===== src/rtl/ahb_master_ctrl.sv =====
// AHB-Lite burst master: turns one local command (address, direction, beat
// count) into a SINGLE/INCR word burst, inserting BUSY for write-data gaps,
// stretching on hready and cancelling the burst on an ERROR response.
module ahb_master_ctrl #(
   parameter int MAX_LEN_W = 4,
   parameter int ADDR_INC  = 4
) (
   input  logic                 hclk,
   input  logic                 hreset,
   input  logic                 cmd_valid,
   output logic                 cmd_ready,
   input  logic                 cmd_write,
   input  logic [31:0]          cmd_addr,
   input  logic [MAX_LEN_W-1:0] cmd_len,
   input  logic                 wd_valid,
   output logic                 wd_ready,
   input  logic [31:0]          wd_data,
   input  logic                 hready,
   input  logic [1:0]           hresp,
   input  logic [31:0]          hrdata,
   output logic [31:0]          haddr,
   output logic [1:0]           htrans,
   output logic                 hwrite,
   output logic [31:0]          hwdata,
   output logic                 rd_valid,
   output logic [31:0]          rd_data,
   output logic                 rd_last,
   output logic                 done,
   output logic                 err
);

   typedef enum logic [1:0] {
      S_IDLE      = 2'd0,
      S_ADDR      = 2'd1,
      S_LAST_DATA = 2'd2,
      S_ERR2      = 2'd3
   } state_t;

   localparam logic [1:0] HT_IDLE    = 2'b00;
   localparam logic [1:0] HT_BUSY    = 2'b01;
   localparam logic [1:0] HT_NONSEQ  = 2'b10;
   localparam logic [1:0] HT_SEQ     = 2'b11;
   localparam logic [1:0] RESP_OKAY  = 2'b00;
   localparam logic [1:0] RESP_ERROR = 2'b01;

   localparam logic [31:0]          ADDR_STEP = 32'(ADDR_INC);
   localparam logic [MAX_LEN_W-1:0] LEN_ONE   = MAX_LEN_W'(1);

   state_t                 state_q, state_d;
   logic [31:0]            addr_q, addr_d;         // address of the beat being issued
   logic [MAX_LEN_W-1:0]   left_q, left_d;         // beats remaining after the current one
   logic                   first_q, first_d;       // current beat is beat 0 (NONSEQ)
   logic                   wr_q, wr_d;
   logic [31:0]            hwdata_q, hwdata_d;
   logic                   dph_q, dph_d;           // a data phase is outstanding
   logic                   dph_last_q, dph_last_d; // outstanding data phase is the final beat
   logic                   hold_q, hold_d;         // previous address phase saw hready=0
   logic [1:0]             hold_trans_q, hold_trans_d;
   logic                   cmd_ready_q, cmd_ready_d;
   logic                   done_q, done_d;
   logic                   err_q, err_d;

   logic [1:0]             htrans_c;
   logic                   wd_ready_c;
   logic                   addr_acc;
   logic                   data_ok;
   logic                   data_err;

   assign data_ok  = dph_q & hready & (hresp == RESP_OKAY);
   assign data_err = dph_q & (hresp == RESP_ERROR);

   // Next-state, bus transfer type and pipeline bookkeeping
   always_comb begin
      state_d      = state_q;
      addr_d       = addr_q;
      left_d       = left_q;
      first_d      = first_q;
      wr_d         = wr_q;
      hwdata_d     = hwdata_q;
      dph_d        = dph_q;
      dph_last_d   = dph_last_q;
      hold_d       = 1'b0;
      hold_trans_d = hold_trans_q;
      cmd_ready_d  = cmd_ready_q;
      done_d       = 1'b0;
      err_d        = 1'b0;
      htrans_c     = HT_IDLE;
      wd_ready_c   = 1'b0;
      addr_acc     = 1'b0;

      case (state_q)
         S_IDLE: begin
            cmd_ready_d = 1'b1;
            if (cmd_valid && cmd_ready_q) begin
               addr_d      = cmd_addr;
               wr_d        = cmd_write;
               left_d      = cmd_len;
               first_d     = 1'b1;
               cmd_ready_d = 1'b0;
               state_d     = S_ADDR;
            end
         end
         S_ADDR: begin
            // A transfer shown during a wait state is frozen until hready;
            // write data is expected to stay valid once offered.
            if (hold_q) begin
               htrans_c = hold_trans_q;
            end else if (wr_q && !wd_valid) begin
               htrans_c = first_q ? HT_IDLE : HT_BUSY;
            end else begin
               htrans_c = first_q ? HT_NONSEQ : HT_SEQ;
            end
            // First ERROR cycle: withdraw the pending address immediately.
            if (data_err) begin
               htrans_c = HT_IDLE;
            end
            addr_acc = hready && htrans_c[1];
         end
         S_ERR2: begin
            if (hready) begin
               done_d      = 1'b1;
               err_d       = 1'b1;
               cmd_ready_d = 1'b1;
               state_d     = S_IDLE;
            end
         end
         default: ;
      endcase

      if (state_q == S_ADDR || state_q == S_LAST_DATA) begin
         if (data_err) begin
            dph_d = 1'b0;
            if (hready) begin
               done_d      = 1'b1;
               err_d       = 1'b1;
               cmd_ready_d = 1'b1;
               state_d     = S_IDLE;
            end else begin
               state_d = S_ERR2;
            end
         end else begin
            if (data_ok) begin
               dph_d = 1'b0;
               if (state_q == S_LAST_DATA) begin
                  done_d      = 1'b1;
                  cmd_ready_d = 1'b1;
                  state_d     = S_IDLE;
               end
            end
            if (addr_acc) begin
               dph_d      = 1'b1;
               dph_last_d = (left_q == '0);
               if (wr_q) begin
                  wd_ready_c = 1'b1;
                  hwdata_d   = wd_data;
               end
               if (left_q == '0) begin
                  state_d = S_LAST_DATA;
               end else begin
                  addr_d  = addr_q + ADDR_STEP;
                  left_d  = left_q - LEN_ONE;
                  first_d = 1'b0;
               end
            end else if (state_q == S_ADDR && !hready) begin
               hold_d       = 1'b1;
               hold_trans_d = htrans_c;
            end
         end
      end
   end

   // State and output registers with synchronous reset
   always_ff @(posedge hclk) begin
      if (hreset) begin
         state_q      <= S_IDLE;
         addr_q       <= '0;
         left_q       <= '0;
         first_q      <= 1'b0;
         wr_q         <= 1'b0;
         hwdata_q     <= '0;
         dph_q        <= 1'b0;
         dph_last_q   <= 1'b0;
         hold_q       <= 1'b0;
         hold_trans_q <= HT_IDLE;
         cmd_ready_q  <= 1'b0;
         done_q       <= 1'b0;
         err_q        <= 1'b0;
      end else begin
         state_q      <= state_d;
         addr_q       <= addr_d;
         left_q       <= left_d;
         first_q      <= first_d;
         wr_q         <= wr_d;
         hwdata_q     <= hwdata_d;
         dph_q        <= dph_d;
         dph_last_q   <= dph_last_d;
         hold_q       <= hold_d;
         hold_trans_q <= hold_trans_d;
         cmd_ready_q  <= cmd_ready_d;
         done_q       <= done_d;
         err_q        <= err_d;
      end
   end

   assign htrans    = htrans_c;
   assign haddr     = addr_q;
   assign hwrite    = wr_q;
   assign hwdata    = hwdata_q;
   assign cmd_ready = cmd_ready_q;
   assign wd_ready  = wd_ready_c;
   assign rd_valid  = data_ok & ~wr_q;
   assign rd_data   = hrdata;
   assign rd_last   = data_ok & ~wr_q & dph_last_q;
   assign done      = done_q;
   assign err       = err_q;

endmodule


===== config.mk =====
export PLATFORM = sky130hd
export DESIGN_NAME = ahb_master_ctrl
export DESIGN_NICKNAME = d
export VERILOG_FILES = /design/src/rtl/ahb_master_ctrl.sv
export SDC_FILE = /design/constraint.sdc
export NUM_CORES = 1
export LEC_CHECK = 0
export ABC_AREA = 1
export ABC_CLOCK_PERIOD_IN_PS = 2800
export CORE_MARGIN = 4
export CORE_UTILIZATION = 43
export CTS_CLUSTER_SIZE = 24
export DETAILED_ROUTE_END_ITERATION = 8
export PLACE_DENSITY = 0.93
export SLEW_MARGIN = 20
export SYNTH_ARGS = -nofsm -noshare
export SYNTH_HDL_FRONTEND = slang
export SYNTH_SLANG_ARGS = --single-unit

===== constraint.sdc =====
create_clock -name hclk -period 2.8 [get_ports hclk]
set_input_delay 0.7 -clock hclk [delete_from_list [all_inputs] [get_ports hclk]]
set_output_delay 0.7 -clock hclk [all_outputs]
set_load 0.01 [all_outputs]

### Word level (Yosys, flattened, before mapping)

Cells that the tools add are included.

* $add $sub $neg: 2
* eq/ne operators: 4
* muxes and demuxes: 61
* bitwise logic cells: 9
* reduce and logical (&&, ||, !) cells: 17

Operators by type and width (count)
* 2-to-1 mux 32 bit: 6
* 2-to-1 mux 1 bit: 33
* adder 32 x 3 -> 32 bit (second input constant): 1
* 2-to-1 mux 2 bit: 14
* 2-to-1 mux 4 bit: 6
* AND reduction 4 bit: 2
* AND 1 bit: 5
* == test 2 x 1 -> 1 bit (second input constant): 2
* == test 2 bit (second input constant): 2
* logical AND 1 bit: 4
* logical NOT 2 bit: 2
* logical NOT 4 bit: 1
* inverter 1 bit: 4
* one-hot mux 2 bit (2 select lines): 1
* AND reduction 2 bit: 2
* OR reduction 4 bit: 1
* subtractor 4 x 1 -> 4 bit (second input constant): 1
* AND reduction 3 bit: 1
* nonzero test 3 bit: 1
* logical NOT 1 bit: 2
* one-hot mux 1 bit (2 select lines): 1
* logical OR 1 bit: 1

* register bits after elaboration: 80
* bits of input ports: 108
* output and inout port bits: 105
* logic and storage cells: 106

### Longest topological paths before layout

* depth after elaboration: 11
* depth in mapped cells: 11
* mapped depth without buffers: 10

### Worst setup path after synthesis

No wires, ideal clock.

* kind: in2out
* start: input port hresp[1]
* end: output port wd_ready
* arrival: 1.570 ns
* required time: 2.100 ns
* setup slack: 0.530 ns
* stages on the path: 8
* path buffers: 2
* path through: inv_2 > nand3_4 > nand2_4 > nor2_8 > nand4_2 > buf_4 > buf_2 > inv_1

* word-level cells in the longest chain between the ends: 9

RTL lines
* from (decl): RTL line 19 `input logic [1:0] hresp,`
* == test 2 x 1 -> 1 bit (*): RTL line 70 `assign data_err = dph_q & (hresp == RESP_ERROR);`
* AND 1 bit (*): RTL line 70
* 2-to-1 mux 2 bit: RTL line 114 `if (data_err) begin`
* 2-to-1 mux 2 bit: RTL line 91 `case (state_q)`
* logical AND 1 bit: RTL line 117 `addr_acc = hready && htrans_c[1];`
* 2-to-1 mux 1 bit: RTL line 91
* 2-to-1 mux 1 bit: RTL line 150 `if (addr_acc) begin`
* 2-to-1 mux 1 bit (*): RTL line 131 `if (data_err) begin`
* 2-to-1 mux 1 bit (*): RTL line 130 `if (state_q == S_ADDR || state_q == S_LAST_DATA) begin`
* to (decl): RTL line 16 `output logic wd_ready,`

Mark *: on every way between the ends. The rest lies on a longest branch, timed or not. The select of a mux whose other input is x is not followed.

### Final worst setup path

* start: input port hready
* end: output port rd_last

* word-level cells in the longest chain between the ends: 4

RTL lines
* from (decl): RTL line 18 `input logic hready,`
* AND 1 bit (2 in a row): RTL line 69 `assign data_ok = dph_q & hready & (hresp == RESP_OKAY);`
* AND 1 bit (2 in a row): RTL line 213 `assign rd_last = data_ok & ~wr_q & dph_last_q;`
* to (decl): RTL line 27 `output logic rd_last,`

Every way passes these cells.

==> metrics.md <==
| Metric | Value |
|---|---|
| Die area | `13100 µm²` |
| Detailed Route Iter0 Violations | `452` |
| Async set-reset flop share out of synthesis | `0%` |
| Die Y | `115 µm` |
| Initial antenna violation count | `1` |
| Diode count | `0` |
| Dpl hpwl | `10700 µm` |
| Crit path capture type | `output port` |
| Setup_tns | `0 ns` |
| Root buf cell | `clkbuf_16` |
| Core Area | `11000 µm²` |
| First-pass GRT wire length | `23000 µm` |
| Synthesized area per cell | `6.09 µm²` |
| Area growth, synth to finish | `34.2%` |
| Cell area after synthesis | `4880 µm²` |
| Antenna-violating nets left | `0` |
| Status | `finished, final reports clean` |
| WHS | `0.467 ns` |
| Max stage delay cell, worst path | `clkdlybuf4s50_1` |
| DIE WIDTH | `115 µm` |
| Gate Count Post-Synth | `802` |
| Share of the synthesized area in the top cell type | `32.8%` |
| Final nets | `1027` |
| Port Buffers | `148` |
| Routability congestion estimate | `0.987` |
| Fmax | `0.379 GHz` |
| Pins over their slew limit | `0` |
| Sequential cell area | `1600 µm²` |
| Via Count | `5222` |
| Crit-path max cell delay | `0.49 ns` |
| Final setup violation count | `0` |
| GRT Total Usage | `21.6%` |
| # fillers | `1005` |
| Drt first pass iters | `5` |
| Sequential share of the synthesized area | `32.8%` |
| Pwr dens | `591 nW/µm²` |
| Peak supply drop | `425 µV` |
| Vias/cell | `4.94` |
| Clk sinks | `80` |
| End-of-flow core utilization | `59.7%` |
| Worst-Margin Slew | `0.590 ns` |
| Std-Cell Rows | `38` |
| Cell variety after synth | `30` |
| LEAKAGE | `2.97 nW` |
| Grt ovf | `0` |
| Synth warn | `0` |
| Hold Fails Final Rpt | `0` |
| H-tree levels | `3` |
| Top post-synthesis cells by count | `nand2_1, nor2_1, inv_1` |
| Tcrit/Tclk final | `94.3%` |
| RSZ-0062 raised after global routing | `no` |
| WL per Instance | `13.4 µm` |
| TritonCTS Buffers | `9` |
| CTS max path bufs | `2` |
| CTS tree | `done` |
| Crit-path max FO | `3` |
| Post-Syn Nets | `916` |
| Setup Crit Path Kind | `in2out` |
| Initial Utilization | `44.5%` |
| Worst-path cell chain | `clkdlybuf4s50_1 -> nand2_1 -> inv_1 -> nand3_1 -> nor3_1 -> dlygate4sd2_1` |
| Largest net degree at the start of global routing | `65` |
| Dominant cells by area after synthesis | `dfxtp_1, nand2_1, nor2_1` |
| Clock transition at path regs | `0.06 ns` |
| Worst-skew pair later-pin latency | `0.34 ns` |
| Seq cells post-synth | `80` |
| Area of the multi-input gates | `2490 µm²` |
| DRC violations left | `0` |
| Critical Path RT | `2.10 ns` |
| Final worst path period need | `2.64 ns` |
| Clock Skew | `0.00638 ns` |
| Crit start category | `primary input` |
| Most used DFF post-synth | `dfxtp_1` |
| Rel. slew slack | `60.7%` |
| Drt total wl | `14200 µm` |
| Post-synth EDFFs | `0` |
| IO Pins | `213` |
| Layout cells sized above 1 | `5.34%` |
| Critical Path AT | `1.94 ns` |
| Max-cap violations | `0` |
| Leading area contributor after synthesis | `dfxtp_1` |
| Vias in the first global route | `4927` |
| Most common cell in the netlist | `nand2_1` |
| HP Class | `reg2reg` |
-- path summary, 6_finish.rpt --
check | from | endpoint | slack, ns | cells past startpoint
setup / recovery | hready | rd_last | 0.16 | 6
hold / removal | dph_last_q | dph_last_q | 0.47 | 2
setup reg to reg | state_q[0] | haddr[23] | 0.62 | 10
hold reg to reg | dph_last_q | dph_last_q | 0.47 | 2
-- power by group --
group,total (W),internal (W),leakage [nW],switching [W]
clock network,0.00122,0.000736,0.148,0.000485
logic,0.00118,0.000580,2.17,0.000604
registers,0.00147,0.00128,0.649,0.000186
total,0.00387,0.00260,2.97,0.00127
-- timing repair --
action,CTS,global route
pin swaps,0,0
gates resized for setup,4,1
setup endpoints to repair,4,1
buffers inserted,0,0
hold buffers,0,0
hold endpoints to repair,0,0
-- layout by cell type, fill, tap and decap left out, drive strengths merged, types with 2 or more instances in the layout --
cell type / instances
a21oi: 41
clkdlybuf4s50: 143
nand4: 8
buf: 15
xor2: 6
ha: 6
nor2: 157
nand2: 259
o21ai: 37
clkinvlp: 2
dfxtp: 80
inv: 96
nand3: 36
nor3: 2
clkinv: 2
dlygate4sd2: 4
xnor2: 6
clkbuf: 11
-- flip-flops by register name, indices dropped and copies added (netlist names) --
register,cells
state_q,2
dph_last_q,1
dph_q,1
err,1
done,1
first_q,1
hold_trans_q,2
hwdata,32
hold_q,1
hwrite,1
left_q,4
cmd_ready,1
haddr,32
-- metrics by stage --
step	instances	setup slack (ns)	total power, W	cell area [µm²]
final	1058	0.159	0.00387	6560
after global routing	1058	0.0552	0.00410	6560
after CTS	1058	0.0194	0.00388	6550
after detailed placement	1042	-0.112	0.00267	6250
after global placement	1042	-0.0981	0.00264	6250
after floorplan	802	0.530	0.00216	4880
-- cell families after synthesis --
family / synth area share, %
xor+xnor: 2.15
fa+ha+maj: 1.54
compound gates: 8.92
simple gates: 38.5
buf+inv: 16.1
flops: 32.8
-- cell type report --
type	count	share of cell area (%)
Sequential cell	80	24.4
Clock buffer	11	3.86
Clock inverter	5	0.840
Timing Repair Buffer	163	24.7
Tap cell	140	2.67
Multi-Input combinational cell	563	38.0
Inverter	96	5.50
-- critical path, delay by kind of cell --
family | cells | cell delay [ns]
AND/OR/NAND/NOR | 3 | 0.37
buffers and inverters | 3 | 0.88
-- routing by layer --
metal | share of wire, % | track usage [%] | up-vias
li1 | - | - | 2632
met1 | 40 | 25.3 | 2313
met2 | 45 | 35.1 | 244
met3 | 12 | 8.77 | 31
met4 | 2.2 | 8.79 | 2
met5 | 0.056 | 0 | -
(Power assumes the default switching activity.)
